**src/rtl/operand_fetch.sv**
```systemverilog
// Operand fetch stage: resolves rs1/rs2 from the forwarding network or the
// register file, detects load-use hazards, and holds the fetched operands in a
// single valid/ready output register toward execute.
module operand_fetch #(
    parameter int REGISTER_WIDTH = 32,
    parameter int REG_ADDR_WIDTH = 5,
    parameter int CTRL_WIDTH     = 32
) (
    input  logic                      clk,
    input  logic                      rst_n,
    input  logic                      start,
    input  logic                      flush,

    input  logic                      in_valid,
    output logic                      in_ready,
    input  logic [REG_ADDR_WIDTH-1:0] in_rs1_addr,
    input  logic [REG_ADDR_WIDTH-1:0] in_rs2_addr,
    input  logic [REG_ADDR_WIDTH-1:0] in_rd_addr,
    input  logic                      in_rd_we,
    input  logic [CTRL_WIDTH-1:0]     in_ctrl,

    output logic [REG_ADDR_WIDTH-1:0] rf_rs1_addr,
    output logic [REG_ADDR_WIDTH-1:0] rf_rs2_addr,
    input  logic [REGISTER_WIDTH-1:0] rf_rs1_data,
    input  logic [REGISTER_WIDTH-1:0] rf_rs2_data,

    input  logic                      ex_fwd_we,
    input  logic                      ex_fwd_pending,
    input  logic [REG_ADDR_WIDTH-1:0] ex_fwd_rd,
    input  logic [REGISTER_WIDTH-1:0] ex_fwd_data,

    input  logic                      mem_fwd_we,
    input  logic [REG_ADDR_WIDTH-1:0] mem_fwd_rd,
    input  logic [REGISTER_WIDTH-1:0] mem_fwd_data,

    input  logic                      wb_we,
    input  logic [REG_ADDR_WIDTH-1:0] wb_rd,
    input  logic [REGISTER_WIDTH-1:0] wb_data,

    output logic                      out_valid,
    input  logic                      out_ready,
    output logic [REGISTER_WIDTH-1:0] out_rs1_data,
    output logic [REGISTER_WIDTH-1:0] out_rs2_data,
    output logic [REG_ADDR_WIDTH-1:0] out_rd_addr,
    output logic                      out_rd_we,
    output logic [CTRL_WIDTH-1:0]     out_ctrl,

    output logic [15:0]               stall_cnt
);

    localparam logic [REG_ADDR_WIDTH-1:0] X0 = '0;

    // Youngest producer wins: execute, then memory, then writeback, then the
    // register file. x0 is hardwired to zero regardless of any producer.
    function automatic logic [REGISTER_WIDTH-1:0] resolve_operand(
        input logic [REG_ADDR_WIDTH-1:0] addr,
        input logic [REGISTER_WIDTH-1:0] rf_data,
        input logic                      ex_we,
        input logic [REG_ADDR_WIDTH-1:0] ex_rd,
        input logic [REGISTER_WIDTH-1:0] ex_data,
        input logic                      mem_we,
        input logic [REG_ADDR_WIDTH-1:0] mem_rd,
        input logic [REGISTER_WIDTH-1:0] mem_data,
        input logic                      wr_we,
        input logic [REG_ADDR_WIDTH-1:0] wr_rd,
        input logic [REGISTER_WIDTH-1:0] wr_data
    );
        if (addr == X0) begin
            return '0;
        end else if (ex_we && (ex_rd == addr)) begin
            return ex_data;
        end else if (mem_we && (mem_rd == addr)) begin
            return mem_data;
        end else if (wr_we && (wr_rd == addr)) begin
            return wr_data;
        end
        return rf_data;
    endfunction

    // The execute stage matches but its result (a load) is not ready yet.
    function automatic logic load_use(
        input logic [REG_ADDR_WIDTH-1:0] addr,
        input logic                      ex_we,
        input logic                      ex_pend,
        input logic [REG_ADDR_WIDTH-1:0] ex_rd
    );
        return (addr != X0) && ex_we && ex_pend && (ex_rd == addr);
    endfunction

    logic                      out_valid_q, out_valid_d;
    logic [REGISTER_WIDTH-1:0] out_rs1_q, out_rs1_d;
    logic [REGISTER_WIDTH-1:0] out_rs2_q, out_rs2_d;
    logic [REG_ADDR_WIDTH-1:0] out_rd_addr_q, out_rd_addr_d;
    logic                      out_rd_we_q, out_rd_we_d;
    logic [CTRL_WIDTH-1:0]     out_ctrl_q, out_ctrl_d;
    logic [15:0]               stall_cnt_q, stall_cnt_d;

    logic                      hazard;
    logic                      accept;
    logic [REGISTER_WIDTH-1:0] rs1_res;
    logic [REGISTER_WIDTH-1:0] rs2_res;

    assign rf_rs1_addr = in_rs1_addr;
    assign rf_rs2_addr = in_rs2_addr;

    // Operand resolution, hazard detection and input handshake.
    always_comb begin
        rs1_res = resolve_operand(in_rs1_addr, rf_rs1_data,
                                  ex_fwd_we, ex_fwd_rd, ex_fwd_data,
                                  mem_fwd_we, mem_fwd_rd, mem_fwd_data,
                                  wb_we, wb_rd, wb_data);
        rs2_res = resolve_operand(in_rs2_addr, rf_rs2_data,
                                  ex_fwd_we, ex_fwd_rd, ex_fwd_data,
                                  mem_fwd_we, mem_fwd_rd, mem_fwd_data,
                                  wb_we, wb_rd, wb_data);
        hazard  = load_use(in_rs1_addr, ex_fwd_we, ex_fwd_pending, ex_fwd_rd) ||
                  load_use(in_rs2_addr, ex_fwd_we, ex_fwd_pending, ex_fwd_rd);
        in_ready = start && !hazard && (!out_valid_q || out_ready) && !flush;
        accept   = in_valid && in_ready;
    end

    // Next state of the output register and stall counter; everything holds
    // while start is low, and flush outranks both load and hold.
    always_comb begin
        out_valid_d   = out_valid_q;
        out_rs1_d     = out_rs1_q;
        out_rs2_d     = out_rs2_q;
        out_rd_addr_d = out_rd_addr_q;
        out_rd_we_d   = out_rd_we_q;
        out_ctrl_d    = out_ctrl_q;
        stall_cnt_d   = stall_cnt_q;
        if (start) begin
            if (in_valid && hazard && (stall_cnt_q != 16'hFFFF)) begin
                stall_cnt_d = stall_cnt_q + 16'd1;
            end
            if (flush) begin
                out_valid_d = 1'b0;
            end else if (accept) begin
                out_valid_d   = 1'b1;
                out_rs1_d     = rs1_res;
                out_rs2_d     = rs2_res;
                out_rd_addr_d = in_rd_addr;
                out_rd_we_d   = in_rd_we;
                out_ctrl_d    = in_ctrl;
            end else if (out_valid_q && out_ready) begin
                out_valid_d = 1'b0;
            end
        end
    end

    // State register with synchronous active-low reset.
    always_ff @(posedge clk) begin
        if (!rst_n) begin
            out_valid_q   <= 1'b0;
            out_rs1_q     <= '0;
            out_rs2_q     <= '0;
            out_rd_addr_q <= '0;
            out_rd_we_q   <= 1'b0;
            out_ctrl_q    <= '0;
            stall_cnt_q   <= '0;
        end else begin
            out_valid_q   <= out_valid_d;
            out_rs1_q     <= out_rs1_d;
            out_rs2_q     <= out_rs2_d;
            out_rd_addr_q <= out_rd_addr_d;
            out_rd_we_q   <= out_rd_we_d;
            out_ctrl_q    <= out_ctrl_d;
            stall_cnt_q   <= stall_cnt_d;
        end
    end

    assign out_valid    = out_valid_q;
    assign out_rs1_data = out_rs1_q;
    assign out_rs2_data = out_rs2_q;
    assign out_rd_addr  = out_rd_addr_q;
    assign out_rd_we    = out_rd_we_q;
    assign out_ctrl     = out_ctrl_q;
    assign stall_cnt    = stall_cnt_q;

endmodule

```
**config.mk**
```make
export PLATFORM = sky130hd
export DESIGN_NAME = operand_fetch
export DESIGN_NICKNAME = d
export VERILOG_FILES = /design/src/rtl/operand_fetch.sv
export SDC_FILE = /design/constraint.sdc
export NUM_CORES = 1
export LEC_CHECK = 0
export BUFFER_PORTS_ARGS = -buffer_cell sky130_fd_sc_hd__buf_2
export CAP_MARGIN = 20
export CORE_AREA = 2 2 143 145
export CTS_CLUSTER_DIAMETER = 60
export DETAILED_ROUTE_END_ITERATION = 8
export DIE_AREA = 0 0 145 147
export PLACE_DENSITY = 0.68
export SLEW_MARGIN = 20
export SYNTH_ARGS = -nofsm -noshare
export SYNTH_HDL_FRONTEND = slang
export SYNTH_SLANG_ARGS = --single-unit
```
**constraint.sdc**
```tcl
create_clock -name clk -period 2.2 [get_ports clk]
set_input_delay 0.33 -clock clk [delete_from_list [all_inputs] [get_ports clk]]
set_output_delay 0.33 -clock clk [all_outputs]
set_load 0.02 [all_outputs]
```
== Yosys cells after proc, flatten, opt, wreduce, memory -nomap -nowiden ==
Index checks and enable logic that the tools add are counted.
Storage, ports and cells
  bits in writable memories: 0
  memories kept: 0
  bits in read-only memories: 0
  latch bits: 0
  logic and storage cells: 69
  input bits: 233
  bits in registers: 119
Cells by class
  order comparisons: 0
  reduce and logical (&&, ||, !) cells: 32
  muxes and demuxes: 21
  bitwise operators: 1
  $mul: 0
  equality and inequality tests: 7
  shift operators: 0
  divide/modulo/power cells: 0
  $add $sub $neg: 1
Operators by type and width (count)
  32-bit 2-to-1 mux: 10
  5-bit == test: 6
  1-bit logical AND: 19
  16-bit by 1-bit adder with 16-bit output, second input constant: 1
  16-bit != test, second input constant: 1
  1-bit 2-to-1 mux: 11
  5-bit logical NOT: 2
  5-bit nonzero test: 2
  2-bit AND reduction: 2
  1-bit logical NOT: 3
  3-bit AND reduction: 1
  3-bit nonzero test: 1
  1-bit logical OR: 2
  1-bit NOT: 1

== Logic depth before layout (Yosys ltp) ==
  depth in word-level cells: 12
  gate-level depth with buffers: 8
  mapped depth without buffers: 6

== Least setup slack after synthesis ==
OpenSTA, ideal clock, no wires.
  path type: input to output
  start: input port ex_fwd_rd[4]
  end: output port in_ready
  stages: 7
  path buffers: 2
  setup slack: 0.083 ns
  arrival time: 1.787 ns
  path through: xnor2_1 > nand3_1 > or3_4 > a21o_4 > clkbuf_1 > clkbuf_1 > and2_1
Between the ends
  longest elaborated chain between the ends: 7
  elaborated cells on any way between the ends: 9
Ends and longest elaborated chain
  from (decl): RTL line 29  | input logic [REG_ADDR_WIDTH-1:0] ex_fwd_rd,
  5-bit == test: RTL line 87  | return (addr != X0) && ex_we && ex_pend && (ex_rd == addr);
  1-bit logical AND: RTL line 87
  1-bit logical OR (*): RTL line 116  | hazard = load_use(in_rs1_addr, ex_fwd_we, ex_fwd_pending, ex_fwd_rd) ||
  1-bit logical NOT (*): RTL line 118  | in_ready = start && !hazard && (!out_valid_q || out_ready) && !flush;
  1-bit logical AND (*) (3 in series): RTL line 118
  to (decl): RTL line 15  | output logic in_ready,
Mark *: on every way between the ends. The rest lies on a longest branch, timed or not.

== Worst setup path in the final report ==
  start: input port in_rs1_addr[1]
  end: output port in_ready
Between the ends
  longest elaborated chain between the ends: 9
  elaborated cells on any way between the ends: 10
Ends and longest elaborated chain
  from (decl): RTL line 16  | input logic [REG_ADDR_WIDTH-1:0] in_rs1_addr,
  5-bit nonzero test: RTL line 87
  1-bit logical AND (2 in series): RTL line 87
  1-bit logical AND (*): RTL line 87
  1-bit logical OR (*): RTL line 116
  1-bit logical NOT (*): RTL line 118
  1-bit logical AND (*) (3 in series): RTL line 118
Marks and branches as above.

==> results.json <==
{
  "synth.avg_cell_area_um2": 8.09,
  "fin_crit_ps": 2080,
  "cp.required_ps": 1870,
  "cts.clk_slew.worst_paths_ps": 60,
  "worst_pin_slew_ps": 564,
  "synth_fa_ha_area_frac": 0.00178,
  "power.total_uw": 6370,
  "yosysTopAreaCell": "dfxtp_1",
  "fin_hold_ws_ps": 164,
  "die_width_um": 145,
  "drive_gt1_frac": 0.430,
  "yosysSeqAreaShare": 0.339,
  "grt_pass1_vias": 7693,
  "cts_tree": "done",
  "vias_per_cell": 5.51,
  "placed_area_um2": 9390,
  "arrival_ps": 1750,
  "max-cap-violations": 0,
  "fmax_ghz": 0.480,
  "clkSinkCount": 119,
  "n_fill_cell": 1928,
  "drt_pass1_iterations": 5,
  "die-height_um": 147,
  "initial_utilization": 0.354,
  "synthSimpleGateAreaFrac": 0.205,
  "path_cells": "buf_2 -> xnor2_1 -> nand3_1 -> or3_4 -> a21o_4 -> and2_1 -> buf_2",
  "synth-edff-count": 0,
  "max_stage_delay_ps": 420,
  "synth_compound_area_frac": 0.264,
  "period_share": 0.948,
  "synth_mux_area_frac": 0.0898,
  "ys_types": 42,
  "yosys.area_share.xor_xnor": 0.0374,
  "status": "finished, final reports clean",
  "p_leak_uw": 0.00424,
  "finalMaxSlewViolations": 0,
  "crit_family": "simple AND/OR/NAND/NOR gates",
  "die-area_um2": 21300,
  "synth_top_area_share": 0.339,
  "grt_overflow": 0,
  "slew_headroom": 0.624,
  "drc": 0,
  "setup-violations-final": 0,
  "cts-root-buf": "clkbuf_16",
  "rsz0062_at_grt": "no",
  "netlist_top_cells_count": "dfxtp_1, nand3_1, nand2_1",
  "syn_area_um2": 7020,
  "syn_nets": 1102,
  "layout.nets": 1436,
  "drt-total-wl_um": 27300,
  "path_class": "input pin to primary output",
  "grt_usage": 0.244,
  "synth_top_family_by_area": "compound AO/OA/AOI/OAI gates",
  "crit_slowest_cell": "or3_4",
  "num_rows": 52,
  "core_region_area_um2": 19800,
  "cts_buffer_depth": 2,
  "cts_setup_buffers": 0,
  "routabilityCongestion": 0.887,
  "worst_path_most_repeated_cell": "buf_2",
  "cts.htree.levels": 4,
  "place_inst": 1452,
  "synth_most_common_cell": "dfxtp_1",
  "io_buffers": 362,
  "worst_setup_path_start_kind": "input pin",
  "final-hold-violation-count": 0,
  "synth_warnings": 0,
  "final_cell_area_um2": 10000,
  "hold_path.class": "input pin to flop",
  "peakVddDrop_mv": 0.405,
  "postSynthCellCount": 868,
  "cts_made_buffers": 17,
  "grt_pass1_wl_um": 41600,
  "synth_async_sr_flop_share": 0,
  "avgRoutedWirePerCell_um": 18.4,
  "grt_max_degree": 69,
  "drtIter0Drc": 488,
  "power_density_nw_per_um2": 635,
  "path_buf_inv": 2,
  "critPathMaxFanout": 17,
  "skew_ps": 16.6,
  "synth_ff_type": "dfxtp_1",
  "fin_util": 0.506,
  "postRouteAntennaNets": 0,
  "ys_seq_elements": 119,
  "syn_to_final_growth_pct": 42.9,
  "clock_latency_ps": 420,
  "io_pins": 363,
  "vias": 8200,
  "antenna_found_initial": 2,
  "endpoint_kind": "primary output",
  "dp_hpwl_um": 19600,
  "synth_area_leaders": "dfxtp_1, o221a_2, mux2i_1",
  "final-instance-count-excl-fill": 1487
}
kinds of logic (layout without fill, tap and decap cells):
family                     count (synthesis)  after routing
AOI/OAI and AO/OA                        245            246
xor gates and xnor gates                  30             30
adders and majority gates                  1              1
buffers and inverters                    101            447
DFF                                      119            119
muxes                                     63             63
other                                      0              2
and+or+nand+nor                          309            309
repair_timing:
| action | 4_1_cts | 5_1_grt |
|---|---|---|
| hold endpoints to repair | 0 | 0 |
| gates resized for setup | 0 | 1 |
| hold buffers | 0 | 0 |
| setup endpoints to repair | 0 | 9 |
registers in the layout, indices dropped and copies added (netlist names):
register	cells
out_rd_addr	5
stall_cnt	16
out_rd_we	1
out_ctrl	32
out_rs2_data	32
out_valid	1
out_rs1_data	32
per-layer routing:
layer | track usage | up-vias | routed length, um
met5 | 0 | - | 0
met4 | 0.112 | 0 | 933
met3 | 0.0792 | 66 | 2680
met2 | 0.414 | 405 | 13100
met1 | 0.281 | 3812 | 10700
li1 | - | 3917 | -
tightest hold or removal path: stages:
cell	delay (ps)
buf_2	100
nand3_1	50
a21oi_1	50
where the power goes:
group / switching [uW] / leakage, uW / internal [uW] / total [uW]
registers: 45.9 / 0.000969 / 2240 / 2290
clock network: 1170 / 0.000302 / 1810 / 2980
logic: 606 / 0.00297 / 500 / 1110
total: 1820 / 0.00424 / 4560 / 6370
placed cells by master, fill, tap and decap left out, types with 3 or more instances in the layout:
master | Yosys | final
bufinv_16 | 0 | 3
xnor2_1 | 22 | 22
dfxtp_1 | 119 | 119
mux2i_1 | 63 | 63
o221a_2 | 62 | 62
nand3_1 | 115 | 113
and3_1 | 8 | 8
clkinv_4 | 0 | 3
inv_6 | 0 | 4
buf_2 | 15 | 362
a211oi_1 | 62 | 62
buf_12 | 0 | 19
buf_4 | 10 | 29
or4_1 | 12 | 12
nor2_4 | 0 | 3
xor2_1 | 8 | 8
clkbuf_16 | 0 | 17
nor3_1 | 5 | 3
o21ai_0 | 43 | 43
a21oi_1 | 53 | 52
o31ai_1 | 12 | 12
inv_1 | 4 | 4
nand2_1 | 80 | 80
and2_1 | 4 | 3
nor2_1 | 70 | 67
final cells by class:
class,count,area [um^2],area share
Clock inverter,15,191,0.0191
Inverter,5,18.8,0.00187
Multi-Input combinational cell,649,4260,0.425
Timing Repair Buffer,410,2410,0.240
Antenna cell,2,5.00,0.000499
Clock buffer,17,425,0.0424
Tap cell,270,338,0.0337
Sequential cell,119,2380,0.237
stage by stage:
stage	TNS, ps	worst slack [ps]
2_1_floorplan	0	83.0
3_3_place_gp	-691	-47.1
3_5_place_dp	-1520	-62.4
4_1_cts	0	75.9
5_1_grt	0	33.3
6_report	0	115
final timing paths:
kind | start | to | slack, ps | cells past startpoint
worst min-delay path | in_ctrl[9] | out_ctrl[9]$_SDFFE_PN0P_ | 160 | 3
worst max register to register | stall_cnt[7]$_SDFFE_PN0P_ | stall_cnt[9]$_SDFFE_PN0P_ | 150 | 6
worst min register to register | out_ctrl[29]$_SDFFE_PN0P_ | out_ctrl[29]$_SDFFE_PN0P_ | 470 | 2
worst max-delay path | in_rs1_addr[1] | in_ready | 120 | 7
Note: power is estimated with default switching activity, not from simulation.
